==> src/rtl/uart_line_pkg.sv <==
// Shared types and ASCII constants for the line-buffered UART upper-casing stage.
package uart_line_pkg;

  typedef enum logic [1:0] {
    COLLECT,
    EMIT,
    EMIT_CR,
    EMIT_LF
  } state_t;

  localparam logic [7:0] CR  = 8'h0D;
  localparam logic [7:0] LF  = 8'h0A;
  localparam logic [7:0] BS  = 8'h08;
  localparam logic [7:0] DEL = 8'h7F;

  // Only 'a'..'z' move; neighbours such as '`' and '{' pass untouched.
  function automatic logic [7:0] to_upper(input logic [7:0] c);
    return ((c >= 8'h61) && (c <= 8'h7A)) ? (c - 8'h20) : c;
  endfunction

endpackage

==> src/rtl/uart_line_upper.sv <==
// Collects an edited input line, then replays it (optionally upper-cased) followed by CR LF.
module uart_line_upper
  import uart_line_pkg::*;
#(
  parameter int MAX_LEN = 64,
  parameter bit UPPER   = 1'b1
) (
  input  logic       clk,
  input  logic       rst,
  input  logic       s_valid,
  input  logic [7:0] s_data,
  output logic       s_ready,
  output logic       m_valid,
  output logic [7:0] m_data,
  input  logic       m_ready,
  output logic       busy,
  output logic       ovf
);

  localparam int IDX_W  = $clog2(MAX_LEN + 1);
  localparam int ADDR_W = (MAX_LEN > 1) ? $clog2(MAX_LEN) : 1;
  localparam logic [IDX_W-1:0] MAX_IDX = IDX_W'(MAX_LEN);
  localparam logic [IDX_W-1:0] IDX_ONE = IDX_W'(1);

  state_t           state_q, state_d;
  logic [IDX_W-1:0] len_q, len_d;
  logic [IDX_W-1:0] rd_idx_q, rd_idx_d;
  logic             s_ready_q, s_ready_d;
  logic             m_valid_q, m_valid_d;
  logic [7:0]       m_data_q, m_data_d;
  logic             busy_q, busy_d;
  logic             ovf_q, ovf_d;

  logic [7:0]       line_mem_q [MAX_LEN];
  logic             wr_en;
  logic [ADDR_W-1:0] wr_addr;
  logic [IDX_W-1:0] rd_next;
  logic             s_fire;
  logic             m_fire;

  function automatic logic [7:0] out_byte(input logic [7:0] b);
    return UPPER ? to_upper(b) : b;
  endfunction

  assign s_fire  = s_valid && s_ready_q;
  assign m_fire  = m_valid_q && m_ready;
  assign rd_next = rd_idx_q + IDX_ONE;

  always_comb begin
    state_d   = state_q;
    len_d     = len_q;
    rd_idx_d  = rd_idx_q;
    s_ready_d = s_ready_q;
    m_valid_d = m_valid_q;
    m_data_d  = m_data_q;
    busy_d    = busy_q;
    ovf_d     = 1'b0;
    wr_en     = 1'b0;
    wr_addr   = len_q[ADDR_W-1:0];

    case (state_q)
      COLLECT: begin
        s_ready_d = 1'b1;
        m_valid_d = 1'b0;
        busy_d    = 1'b0;
        if (s_fire) begin
          if (s_data == CR) begin
            // Output byte is registered here so it is valid the cycle after CR.
            rd_idx_d  = '0;
            s_ready_d = 1'b0;
            m_valid_d = 1'b1;
            busy_d    = 1'b1;
            if (len_q != '0) begin
              state_d  = EMIT;
              m_data_d = out_byte(line_mem_q[0]);
            end else begin
              state_d  = EMIT_CR;
              m_data_d = CR;
            end
          end else if ((s_data == BS) || (s_data == DEL)) begin
            if (len_q != '0) len_d = len_q - IDX_ONE;
          end else if (s_data != LF) begin
            if (len_q < MAX_IDX) begin
              wr_en = 1'b1;
              len_d = len_q + IDX_ONE;
            end else begin
              ovf_d = 1'b1;
            end
          end
        end
      end
      EMIT: begin
        if (m_fire) begin
          if (rd_next == len_q) begin
            state_d  = EMIT_CR;
            m_data_d = CR;
          end else begin
            rd_idx_d = rd_next;
            m_data_d = out_byte(line_mem_q[rd_next[ADDR_W-1:0]]);
          end
        end
      end
      EMIT_CR: begin
        if (m_fire) begin
          state_d  = EMIT_LF;
          m_data_d = LF;
        end
      end
      EMIT_LF: begin
        if (m_fire) begin
          state_d   = COLLECT;
          len_d     = '0;
          m_valid_d = 1'b0;
          m_data_d  = '0;
          busy_d    = 1'b0;
          s_ready_d = 1'b1;
        end
      end
      default: state_d = COLLECT;
    endcase
  end

  always_ff @(posedge clk) begin
    if (rst) begin
      state_q   <= COLLECT;
      len_q     <= '0;
      rd_idx_q  <= '0;
      s_ready_q <= 1'b0;
      m_valid_q <= 1'b0;
      m_data_q  <= '0;
      busy_q    <= 1'b0;
      ovf_q     <= 1'b0;
    end else begin
      state_q   <= state_d;
      len_q     <= len_d;
      rd_idx_q  <= rd_idx_d;
      s_ready_q <= s_ready_d;
      m_valid_q <= m_valid_d;
      m_data_q  <= m_data_d;
      busy_q    <= busy_d;
      ovf_q     <= ovf_d;
    end
  end

  // Line storage carries no reset; len_q alone decides which entries are live.
  always_ff @(posedge clk) begin
    if (wr_en) line_mem_q[wr_addr] <= s_data;
  end

  assign s_ready = s_ready_q;
  assign m_valid = m_valid_q;
  assign m_data  = m_data_q;
  assign busy    = busy_q;
  assign ovf     = ovf_q;

endmodule

==> config.mk <==
export PLATFORM = sky130hd
export DESIGN_NAME = uart_line_upper
export DESIGN_NICKNAME = d
export VERILOG_FILES = /design/src/rtl/uart_line_pkg.sv /design/src/rtl/uart_line_upper.sv
export SDC_FILE = /design/constraint.sdc
export NUM_CORES = 1
export LEC_CHECK = 0
export BUFFER_PORTS_ARGS = -buffer_cell sky130_fd_sc_hd__buf_2
export CAP_MARGIN = 20
export CORE_MARGIN = 2
export CORE_UTILIZATION = 50
export CTS_CLUSTER_DIAMETER = 150
export DETAILED_ROUTE_END_ITERATION = 8
export GPL_TIMING_DRIVEN = 0
export PLACE_DENSITY = 0.65
export SLEW_MARGIN = 20
export SYNTH_ARGS = -nofsm -noshare
export SYNTH_HDL_FRONTEND = slang
export SYNTH_SLANG_ARGS = --single-unit
==> constraint.sdc <==
create_clock -name clk -period 3.5 [get_ports clk]
set_input_delay 0.175 -clock clk [delete_from_list [all_inputs] [get_ports clk]]
set_output_delay 0.175 -clock clk [all_outputs]
set_load 0.05 [all_outputs]
==> metrics.md <==
| Metric | Value |
|---|---|
| Outcome | `finished, violations left` |
| Failing checks | `setup timing` |
| Max cap viols | `0` |
| Static Leak | `between 7 and 8 nW` |
| Commonest non-fill, non-tap cell in the layout | `edfxtp_1` |
| Synthesized area per cell | `~18 um^2` |
| Vias in the first global route | `about 12,000` |
| WP data arrival | `a little under 4000 ps` |
| CP Data Required Time | `roughly 3700 ps` |
| Ys Warns | `0` |
| Worst path max stage delay | `~850 ps` |
| Via-to-Cell Ratio | `just over 6` |
| CTS Buffer Depth | `3` |
| IO Pins | `24` |
| Crit Path Max Fanout | `between 60 and 70` |
| GRT overflow | `0` |
| Worst-margin pin slew | `~950 ps` |
| EDFF count, synth | `512` |
| Hold_sp | `s_valid` |
| Unrepaired setup endpoints after global routing | `yes` |
| ANT cells | `0` |
| Hold slack | `52.52 ps` |
| DP HPWL | `between 30,000 and 40,000 um` |
| P&R area growth vs syn | `13.24%` |
| WP buf/inv | `1` |
| Pre-CTS WS | `-1158 ps` |
| GRT Total Usage | `between 20 and 30%` |
| Num CTS Buffers | `55` |
| Crit path from | `s_data[7]` |
| Post-route minimum period | `3690 ps` |
| Filler Cells Inserted | `between 3,000 and 4,000` |
| Critical Path End Type | `flip-flop` |
| First-pass GRT wire length | `a little over 80,000 um` |
| Final core utilization | `between 50 and 60%` |
| Reg2reg start | `state_q[0]` |
| Synth area leader | `edfxtp_1` |
| Seq/Total Area, Yosys | `between 70% and 80%` |
| Fin. Hold Viols | `0` |
| Post-DR wirelength/cell | `about 30 um` |
| Port bufs | `22` |
| Syn Inst Count | `between 1,000 and 1,500` |
| 1st-pass router iterations | `6` |
| DRC violations left | `0` |
| Skew-Pair Late Insertion Delay | `around 600 ps` |
| Reg clk slew, reported paths | `60 ps` |
| Post-route insts no fill | `~1,900` |
| Headroom to the max-slew limit | `a little over a third` |
| Routed Antenna Nets | `0` |
| Reg2reg end | `line_mem_q[33][1]` |
| DR vias | `about 12,000` |
| Count of unique library cells instantiated by Yosys | `64` |
| Worst setup margin | `-190.0 ps` |
| CP max-delay cell | `nor2_1` |
| Final nets | `between 1,000 and 1,500` |
| Die H | `between 200 and 250 um` |
| FP Rows | `76` |
| DR iter-0 viols | `roughly 1,500` |
| TritonCTS clock tree | `done` |
| Placed insts | `1,806` |
| FF-to-FF setup slack | `10 ps` |
| Largest net degree at the start of global routing | `70` |
| Fmax achieved | `0.2710 GHz` |
| Seq cells post-synth | `~540` |
| Routability cong. | `slightly below 0.9` |
| Drt total wl | `~57,000 um` |
| Worst VDD drop | `382.0 uV` |
| Die ar. | `approximately 46,000 um^2` |
| Total power | `between 10 and 15 mW` |
| Post-synth top flop | `edfxtp_1` |
| Hold Crit Depth | `5` |
| Skew final | `21.50 ps` |
| Starting density of the core | `50.97%` |
| Fin crit share | `105.4%` |
| Async SR Flop Fraction | `0%` |
| Slew Limit Fails | `0` |
| Cells along the critical path | `buf_4 -> nand2b_1 -> or4_1 -> nor2_1 -> nand2_1 -> o31ai_2 -> nor3_1 -> nor3b_1 -> nand2_1 -> nor2_1` |
| Initial antenna violation count | `0` |
| Most frequent cells in the layout | `edfxtp_1 (512), mux4_2 (140), nand2_1 (108), nor2_1 (58), clkbuf_16 (57)` |
| Yosys top cell area share | `69.72%` |
| PwrDens | `between 500 and 600 nW/um^2` |
| Min-delay worst type | `primary input to flip-flop` |
| Die Wd | `214.0 um` |
| Synth area leaders | `edfxtp_1 (70%), mux4_2 (14%), dfxtp_1 (2.5%), nand2_1 (1.8%), nor2_1 (1.8%)` |
| Synth Net Count | `1,225` |
| Hold EP | `busy` |
| Htree depth | `2` |
| Worst R2R Path Depth | `7` |
| Final Setup Violations | `roughly 240` |
| Cell family with most CP delay | `simple AND/OR/NAND/NOR gates` |
| Startpoint types | `primary input` |
| Share of layout cells above drive strength 1 | `between 20% and 30%` |
| Clock sinks | `~540` |
| Cell Area, Synth | `22,050 um^2` |
| Critical path type | `primary input to flip-flop` |
| CTS Root Cell | `clkbuf_16` |
| Core area | `43,270 um^2` |
==> report_power, final <==
part / leakage [nW] / internal, mW / total (mW) / switching [mW]
sequential: 4.82 / 7.15 / 7.21 / 0.0586
clock: 0.844 / 3.27 / 5.68 / 2.41
combinational: 2.12 / 0.353 / 1.15 / 0.792
total: 7.78 / 10.8 / 14.0 / 3.26
==> per-stage QoR <==
step | cell area (um^2) | TNS, ps
after global placement | 22900 | -518650
after CTS | 24780 | -9013
after detailed placement | 22910 | -472810
final | 24970 | -24830
after floorplan | 22050 | 0
after global routing | 24970 | -75830
==> worst max path at each step <==
| stage | cells past startpoint | slack, ps | to |
|---|---|---|---|
| 2_1_floorplan | 13 | 670 | m_data[5] |
| 3_3_place_gp | 10 | -1220 | line_mem_q[14][7] |
| 3_5_place_dp | 9 | -1160 | line_mem_q[55][3] |
| 4_1_cts | 10 | -140 | line_mem_q[54][1] |
| 5_1_grt | 10 | -330 | line_mem_q[58][6] |
| 6_report | 10 | -190 | line_mem_q[33][1] |
==> flip-flops by register name, indices dropped and copies added (netlist names) <==
| register | cells |
|---|---|
| m_data | 8 |
| busy | 1 |
| line_mem_q | 512 |
| state_q | 2 |
| s_ready | 1 |
| ovf | 1 |
| len_q | 7 |
| rd_idx_q | 7 |
==> area by class of cell <==
type	instances	area, um^2	area share (%)
sequential	539	15920	63.73
timing repair buffer	24	157.7	0.6313
buffer	66	500.5	2.004
inverter	12	45.04	0.1804
clock buffer	73	1486	5.952
clock inverter	29	240.2	0.9619
tap	585	732.0	2.931
multi-input combinational	582	5897	23.61
==> worst register-to-register path, cell delays in order, from the launching register on <==
cell     delay (ps)
dfxtp_1         320
inv_1           100
ha_1            260
nand3_1         130
nor3_1          290
nor3b_1         530
nand2_1         630
nor2_1          860
==> metal layers <==
metal	GRT usage (%)	vias to the layer above	wire, um
li1	-	4954	-
met1	35.08	6103	22540
met2	39.36	613	27020
met3	5.929	117	5156
met4	8.159	0	1872
met5	0	-	0
==> synthesized netlist by cell type, drive strengths merged, types with 3 or more instances <==
library cell,n
a211oi,3
a21o,3
a21oi,24
a31oi,5
and3,3
buf,54
clkbuf,12
dfxtp,27
edfxtp,512
ha,13
inv,12
mux2i,11
mux4,140
nand2,109
nand2b,5
nand3,32
nand3b,20
nand4,22
nor2,107
nor2b,8
nor3,8
nor3b,4
o21ai,12
xnor2,9
xor2,7
==> kinds of logic (layout without fill, tap and decap cells) <==
| group | after synthesis | in the layout | synth area share [%] |
|---|---|---|---|
| XOR/XNOR | 19 | 19 | 1.135 |
| AO/OA/AOI/OAI | 65 | 65 | 1.923 |
| buffers and inverters | 78 | 204 | 2.025 |
| flip-flops | 539 | 539 | 72.17 |
| multiplexers | 152 | 152 | 14.85 |
| AND/OR/NAND/NOR | 332 | 332 | 7.075 |
| adder cells (fa/ha/maj) | 14 | 14 | 0.8283 |
==> timing repair <==
action,CTS,global route
hold endpoints to repair,0,0
endpoints found under the setup margin,526,451
gates resized for setup,51,48
hold buffers,0,0
pin swaps,0,1
setup buffers,0,2
No activity file was read; power rests on OpenSTA's default activity.
